**src/rtl/branch_trace_player.sv**
```systemverilog
// branch_trace_player: plays branch trace records {taken, pc} from a synchronous
// trace memory into a branch predictor, one update strobe per record, and scores
// the predictor's prediction for each record.
// Ports:
//   clk, reset        single clock, synchronous active-high reset
//   start, trace_len  run request pulse and record count (sampled on accepted start)
//   mem_rd_en/addr    trace memory read port; mem_rdata valid one cycle after read
//   bp_pc/taken/valid record presented to the predictor, bp_valid = update strobe
//   bp_prediction     predictor output for bp_pc (combinational in the predictor)
//   busy, done        run in progress / run complete (level)
//   total_cnt         records scored; correct_cnt records predicted correctly
module branch_trace_player #(
  parameter int unsigned PC_W   = 9,
  parameter int unsigned ADDR_W = 10,
  parameter int unsigned CNT_W  = 32
) (
  input  logic              clk,
  input  logic              reset,
  input  logic              start,
  input  logic [ADDR_W:0]   trace_len,
  output logic              mem_rd_en,
  output logic [ADDR_W-1:0] mem_addr,
  input  logic [PC_W:0]     mem_rdata,
  output logic [PC_W-1:0]   bp_pc,
  output logic              bp_taken,
  output logic              bp_valid,
  input  logic              bp_prediction,
  output logic              busy,
  output logic              done,
  output logic [CNT_W-1:0]  total_cnt,
  output logic [CNT_W-1:0]  correct_cnt
);

  localparam int unsigned LEN_W = ADDR_W + 1;
  localparam logic [LEN_W-1:0] MAX_LEN = {1'b1, {ADDR_W{1'b0}}};

  typedef enum logic [2:0] {S_IDLE, S_READ, S_LOAD, S_ISSUE, S_DONE} state_e;

  state_e              state_q, state_d;
  logic [ADDR_W-1:0]   index_q, index_d;
  logic [LEN_W-1:0]    len_q, len_d;
  logic                mem_rd_en_q, mem_rd_en_d;
  logic [PC_W-1:0]     bp_pc_q, bp_pc_d;
  logic                bp_taken_q, bp_taken_d;
  logic                bp_valid_q, bp_valid_d;
  logic                busy_q, busy_d;
  logic                done_q, done_d;
  logic [CNT_W-1:0]    total_q, total_d;
  logic [CNT_W-1:0]    correct_q, correct_d;

  logic [LEN_W-1:0]    len_req;
  logic                last_rec;

  // Requested length clamped to the memory depth
  assign len_req  = (trace_len > MAX_LEN) ? MAX_LEN : trace_len;
  assign last_rec = ((LEN_W'(index_q) + LEN_W'(1)) == len_q);

  // Next-state and registered-output logic
  always_comb begin
    state_d     = state_q;
    index_d     = index_q;
    len_d       = len_q;
    mem_rd_en_d = 1'b0;
    bp_pc_d     = bp_pc_q;
    bp_taken_d  = bp_taken_q;
    bp_valid_d  = 1'b0;
    busy_d      = busy_q;
    done_d      = done_q;
    total_d     = total_q;
    correct_d   = correct_q;

    unique case (state_q)
      S_IDLE, S_DONE: begin
        if (start) begin
          total_d   = '0;
          correct_d = '0;
          len_d     = len_req;
          index_d   = '0;
          if (len_req == '0) begin
            state_d = S_DONE;
            done_d  = 1'b1;
            busy_d  = 1'b0;
          end else begin
            state_d     = S_READ;
            done_d      = 1'b0;
            busy_d      = 1'b1;
            mem_rd_en_d = 1'b1;
          end
        end
      end
      S_READ: begin
        state_d = S_LOAD;
      end
      S_LOAD: begin
        bp_pc_d    = mem_rdata[PC_W-1:0];
        bp_taken_d = mem_rdata[PC_W];
        bp_valid_d = 1'b1;
        state_d    = S_ISSUE;
      end
      S_ISSUE: begin
        // Score before the predictor trains on this edge; counters saturate
        if (total_q != '1) begin
          total_d = total_q + CNT_W'(1);
        end
        if ((bp_prediction == bp_taken_q) && (correct_q != '1)) begin
          correct_d = correct_q + CNT_W'(1);
        end
        if (last_rec) begin
          state_d = S_DONE;
          busy_d  = 1'b0;
          done_d  = 1'b1;
        end else begin
          index_d     = index_q + ADDR_W'(1);
          state_d     = S_READ;
          mem_rd_en_d = 1'b1;
        end
      end
      default: begin
        state_d = S_IDLE;
      end
    endcase
  end

  // State register
  always_ff @(posedge clk) begin
    if (reset) begin
      state_q     <= S_IDLE;
      index_q     <= '0;
      len_q       <= '0;
      mem_rd_en_q <= 1'b0;
      bp_pc_q     <= '0;
      bp_taken_q  <= 1'b0;
      bp_valid_q  <= 1'b0;
      busy_q      <= 1'b0;
      done_q      <= 1'b0;
      total_q     <= '0;
      correct_q   <= '0;
    end else begin
      state_q     <= state_d;
      index_q     <= index_d;
      len_q       <= len_d;
      mem_rd_en_q <= mem_rd_en_d;
      bp_pc_q     <= bp_pc_d;
      bp_taken_q  <= bp_taken_d;
      bp_valid_q  <= bp_valid_d;
      busy_q      <= busy_d;
      done_q      <= done_d;
      total_q     <= total_d;
      correct_q   <= correct_d;
    end
  end

  assign mem_rd_en   = mem_rd_en_q;
  assign mem_addr    = index_q;
  assign bp_pc       = bp_pc_q;
  assign bp_taken    = bp_taken_q;
  assign bp_valid    = bp_valid_q;
  assign busy        = busy_q;
  assign done        = done_q;
  assign total_cnt   = total_q;
  assign correct_cnt = correct_q;

endmodule

```
**config.mk**
```make
export PLATFORM = sky130hd
export DESIGN_NAME = branch_trace_player
export DESIGN_NICKNAME = d
export VERILOG_FILES = /design/src/rtl/branch_trace_player.sv
export SDC_FILE = /design/constraint.sdc
export NUM_CORES = 1
export LEC_CHECK = 0
export CORE_AREA = 3 3 115 117
export DETAILED_ROUTE_END_ITERATION = 6
export DIE_AREA = 0 0 118 120
export PLACE_DENSITY = 0.68
export REMOVE_ABC_BUFFERS = 1
export SYNTH_ARGS = -nofsm -noshare
export SYNTH_HDL_FRONTEND = slang
export SYNTH_SLANG_ARGS = --single-unit
```
**constraint.sdc**
```tcl
create_clock -name clk -period 2.34 [get_ports clk]
set_clock_uncertainty 0.1 [all_clocks]
set_input_delay 0.468 -clock clk [delete_from_list [all_inputs] [get_ports clk]]
set_output_delay 0.468 -clock clk [all_outputs]
set_load 0.02 [all_outputs]
```
Word level (Yosys, flattened, before mapping)
Index checks and enable logic that the tools add are counted.
{"block": "word_totals", "ff_bits": 102, "input_bits": 25, "out_inout_bits": 88}
{"block": "op_classes", "add_sub_neg": 4, "magnitude_cmp": 1, "n_eq_ne": 13, "n_mux": 25, "reduce_logical": 10}
{"op": "32-bit one-hot mux with 2 select lines", "n": 2}
{"op": "32-bit two-way mux", "n": 3}
{"op": "32-bit by 1-bit adder with 32-bit output (second input constant)", "n": 2}
{"op": "32-bit inequality test (second input constant)", "n": 2}
{"op": "10-bit two-way mux", "n": 2}
{"op": "10-bit one-hot mux with 2 select lines", "n": 1}
{"op": "3-bit one-hot mux with 4 select lines", "n": 1}
{"op": "3-bit AND reduction", "n": 4}
{"op": "10-bit by 1-bit adder with 11-bit output (second input constant)", "n": 1}
{"op": "11-bit == test", "n": 1}
{"op": "11-bit greater-than comparator (second input constant)", "n": 1}
{"op": "11-bit zero test", "n": 1}
{"op": "11-bit two-way mux", "n": 1}
{"op": "10-bit by 1-bit adder with 10-bit output (second input constant)", "n": 1}
{"op": "2-bit inequality test (second input constant)", "n": 5}
{"op": "1-bit two-way mux", "n": 9}
{"op": "3-bit two-way mux", "n": 3}
{"op": "3-bit by 2-bit == test with 1-bit output (second input constant)", "n": 2}
{"op": "1-bit one-hot mux with 2 select lines", "n": 3}
{"op": "3-bit by 1-bit == test with 1-bit output (second input constant)", "n": 1}
{"op": "3-bit == test (second input constant)", "n": 1}
{"op": "3-bit zero test", "n": 1}
{"op": "2-bit AND reduction", "n": 1}
{"op": "2-bit nonzero test", "n": 1}
{"op": "other kinds (3)", "n": 3}

Depth between registers and ports, before layout
{"block": "logic_depth", "ltp_word": 6, "mapped_depth": 10}

Least setup slack after synthesis
Ideal clock, no wire load.
{"block": "synth_path", "path_type": "register to register", "from": "reg index_q[0], in the netlist mem_addr[0]", "to": "reg index_q[0], in the netlist mem_addr[0]", "t_arrival_ps": 2499, "required_time_ps": 2119, "setup_slack_ps": -380, "stages_incl_launch_ff": 10, "period_less_slack_ps": 2720, "path_cell_list": "dfxtp_1 -> ha_1 -> nand3_1 -> nor3_1 -> xnor2_1 -> nand4_1 -> nor4b_4 -> buf_2 -> nor2_1 -> mux2_2"}
{"block": "synth_between", "elab_chain_len": 4, "word_cells_on_any_way": 7, "classes_between": "2 x add/sub; 2 x eq/ne; 2 x mux; 1 x reduce/logical"}
{"element": "from (decl)", "line_no": "40", "text": "logic [ADDR_W-1:0] index_q, index_d;"}
{"element": "from (signal assigned)", "line_no": "140", "text": "index_q <= index_d;"}
{"element": "10-bit by 1-bit adder with 11-bit output", "line_no": "56", "text": "assign last_rec = ((LEN_W'(index_q) + LEN_W'(1)) == len_q);"}
{"element": "11-bit == test", "line_no": "56"}
{"element": "2-bit inequality test (no source line)"}
{"element": "3-bit AND reduction (no source line)"}
Parallel ways exist; a longest one is shown, timed or not. The select of a mux whose other input is x is not followed.
A chain may end at the register's enable or synchronous reset.

Worst setup path in the final report
{"block": "layout_path", "from": "reg total_q[14], in the netlist total_cnt[14]", "to": "reg total_q[30], in the netlist total_cnt[30]"}
{"block": "layout_between", "elab_chain_len": 3, "word_cells_on_any_way": 6, "classes_between": "1 x add/sub; 2 x eq/ne; 2 x mux; 1 x reduce/logical"}
{"element": "from (decl)", "line_no": "48", "text": "logic [CNT_W-1:0] total_q, total_d;"}
{"element": "from (signal assigned)", "line_no": "148", "text": "total_q <= total_d;"}
{"element": "32-bit by 1-bit adder with 32-bit output or 32-bit inequality test (tied branches)", "line_no": "103, 102"}
{"element": "32-bit two-way mux or 2-bit inequality test (tied branches)"}
{"element": "32-bit one-hot mux with 2 select lines or 3-bit AND reduction (tied branches)"}
Parallel ways exist; a longest one is shown, timed or not. The select of a mux whose other input is x is not followed.

==> flow_metrics.env <==
export IMPL_cp_max_fo=5
export IMPL_die_height_um=120
export IMPL_criticalPathCategory="flip-flop to flip-flop"
export IMPL_clock_tree_from_tritoncts="done"
export IMPL_status="complete, but fails checks"
export IMPL_area_growth_synth_to_final_pct=51.02
export IMPL_clock_root_buffer="clkbuf_16"
export IMPL_finalWorstPathRequiredPeriod_ns=2.349
export IMPL_cellInternalPower_w=0.003762
export IMPL_static_leakage_power_nw=2.579
export IMPL_num_antenna_cells=0
export IMPL_synth_edf_count=0
export IMPL_place_gp_congestion=0.8748
export IMPL_synth_seq_cells=102
export IMPL_antenna_found_initial=0
export IMPL_num_rows=41
export IMPL_hold_path_class="flip-flop to flip-flop"
export IMPL_cap_viol_max_count=0
export IMPL_cellPowerDensity_nw_per_um2=699.7
export IMPL_dp_worst_setup_slack_ns=-0.2219
export IMPL_die_area_um2=14160
export IMPL_fin_ws_ns=-0.009342
export IMPL_cpMaxStageDelayCell="or4_4"
export IMPL_wl_per_cell_um=14.49
export IMPL_track_usage=0.1939
export IMPL_placed_cells=939
export IMPL_violations="negative setup slack"
export IMPL_design_power_total_w=0.005139
export IMPL_power_share_switching=0.2680
export IMPL_crit_required_ns=2.53
export IMPL_cts_sinks=102
export IMPL_post_cts_hold_buffer_count=0
export IMPL_max_clock_path_buffers=2
export IMPL_grt_first_pass_wirelength_um=22680
export IMPL_detailroute_via_count=4902
export IMPL_core_region_area_um2=12470
export IMPL_totalWireLength_um=13910
export IMPL_starting_utilization_of_the_core_area=0.3901
export IMPL_post_cts_clock_slew_at_the_launch_and_capture_registers_of_the_worst_setup_and_hold_paths_ns=0.07
export IMPL_setup_worst_path_start_class="flip-flop"
export IMPL_n_fill_cell=1102
export IMPL_final_hold_viol_count=0
export IMPL_switching_power_of_the_nets_w=0.001377
export IMPL_grt_setup_unrepaired="yes"
export IMPL_critical_path_arrival_ns=2.54
export IMPL_post_synth_main_area_contributors="dfxtp_1, xnor2_1, nor2_1, nand2_1, xor2_1"
export IMPL_clock_insertion_delay_worst_skew_ns=0.35
export IMPL_drive_gt1_frac=0.1865
export IMPL_cp_top_family="simple AND/OR/NAND/NOR gates"
export IMPL_vdd_ir_drop_max_mv=0.3593
export IMPL_finalCoreUtilization=0.5892
export IMPL_first_global_vias=4734
export IMPL_pwr_share_clk=0.401
export IMPL_post_dp_hpwl_um=10250
export IMPL_synth_seq_area_share=0.4199
export IMPL_die_w_um=118
export IMPL_finalSetupViolCount=1
export IMPL_initialDrtViolationCount=304
export IMPL_power_sequential_fraction=0.375
export IMPL_drt_drc_violations_left=0
export IMPL_slew_headroom=0.4636
export IMPL_timing_critical_path_slowest_cell_delay_ns=0.58
export IMPL_synth_async_reset_ratio=0
export IMPL_cp_buffers_inverters=0
export IMPL_drt_pass1_iter_count=5
export IMPL_timing_worst_slew_pin_value_ns=0.8016
export IMPL_synth_yosys_warnings=0
export IMPL_postSynthAreaPerCell_um2=8.215
export IMPL_timing_max_transition_violations_final=0
export IMPL_setup_worst_path_end_class="flip-flop"
export IMPL_path_cells="and4_4 > nand4_4 > or4_4 > or3b_4 > or3_4 > a21oi_2"
export IMPL_yosysTopAreaCell="dfxtp_1"
export IMPL_floorplan_io_pins=113
export IMPL_power_share_combinational=0.224
export IMPL_worst_hold_slack_ns=0.3554
export IMPL_h_tree_depth=3
export IMPL_yosys_most_used_dff="dfxtp_1"
export IMPL_fmax_achieved_mhz=425.7
export IMPL_final_antenna_net_count=0
export IMPL_postSynthCellCount=592
export IMPL_finalNonFillerCells=960
export IMPL_post_synth_instance_area_um2=4863
export IMPL_io_buffers=112
export IMPL_post_layout_net_count=811
export IMPL_vias_per_cell=5.106
export IMPL_fin_crit_sh=1.004
export IMPL_synth_most_common_cell="dfxtp_1"
export IMPL_synth_commonest_cells="dfxtp_1, nor2_1, nand2_1"
export IMPL_remaining_global_route_overflow=0
export IMPL_grt_max_degree=48
export IMPL_synth_distinct_cells=56
export IMPL_cts_made_buffers=9
export IMPL_synth_top_cell_area_share=0.4199
==> metrics by stage <==
stage | area [um2] | TNS [ns]
floorplan | 4771 | -5.045
global placement | 6758 | -1.774
detailed placement | 6758 | -3.030
CTS | 7223 | -0.01252
global route | 7345 | -0.3832
finish | 7345 | -0.009342
==> routing by layer <==
metal / part of all wire / global-route usage
met2: 0.50 / 0.3349
met1: 0.43 / 0.2351
met3: 0.050 / 0.04194
met5: 0 / 0
met4: 0.020 / 0.07912
==> worst register-to-register path, delay by kind of cell (launching register included) <==
| kind | cells | cell delay (ns) |
|---|---|---|
| compound gates | 1 | 0.11 |
| simple gates | 5 | 1.75 |
| flops | 1 | 0.34 |
==> sequential cells by signal, summed over array words and instances, names as in the netlist <==
name	count
correct_cnt	32
total_cnt	32
len_q	11
mem_addr	10
bp_pc	9
state_q	3
bp_taken	1
bp_valid	1
busy	1
done	1
mem_rd_en	1
==> repair_timing <==
item	CTS	global route
buffers inserted	4	1
gates resized for setup	4	27
setup endpoints to repair	19	20
pin swaps	3	11
cloned	0	0
==> layout make-up <==
cell class              count  area (um2)  area share
clock buffers              10       239.0     0.03254
clock inverters             6       180.2     0.02453
repair buffers            202        1813      0.2468
well taps                 172       215.2     0.02930
inverters                  15       56.30    0.007666
flip-flops and latches    102        2051      0.2792
multi-input cells         453        2790      0.3799
==> power by group through the flow <==
stage / logic [W] / registers, W / clock network [W]
floorplan: 0.000470 / 0.00204 / 0
finish: 0.00115 / 0.00193 / 0.00206
CTS: 0.00112 / 0.00192 / 0.00210
detailed placement: 0.00111 / 0.00196 / 0
global route: 0.00126 / 0.00194 / 0.00216
global placement: 0.00108 / 0.00196 / 0
==> logic make-up (layout without fill, tap and decap cells) <==
logic type | after synthesis | count (layout) | synth area share
simple gates | 292 | 292 | 0.2995
flops | 102 | 102 | 0.4199
compound gates | 87 | 87 | 0.1127
xor+xnor | 67 | 67 | 0.1207
buf+inv | 37 | 233 | 0.03061
mux | 4 | 4 | 0.009004
fa+ha+maj | 3 | 3 | 0.007719
==> placed cells by master, fill, tap and decap left out, types with 7 or more instances in the layout <==
master,n
clkdlybuf4s50_1,112
clkbuf_16,9
dfxtp_1,95
inv_1,15
a22o_1,10
xor2_1,24
or3_1,14
nand2_1,68
nand3_1,35
dfxtp_2,7
nand4_1,13
buf_4,88
xnor2_1,39
nor2_1,88
and3_1,7
a21oi_1,32
nor3_1,17
o21ai_0,15
==> path summary, 6_finish.rpt <==
path | start | end | slack (ns) | depth (start not counted)
worst max register to register | total_cnt[14] | total_cnt[30] | -0.009 | 6
worst min register to register | bp_pc[5] | bp_pc[5] | 0.36 | 2
worst max-delay path | total_cnt[14] | total_cnt[30] | -0.009 | 6
worst min-delay path | bp_pc[5] | bp_pc[5] | 0.36 | 2
No activity file was read; power rests on OpenSTA's default activity.
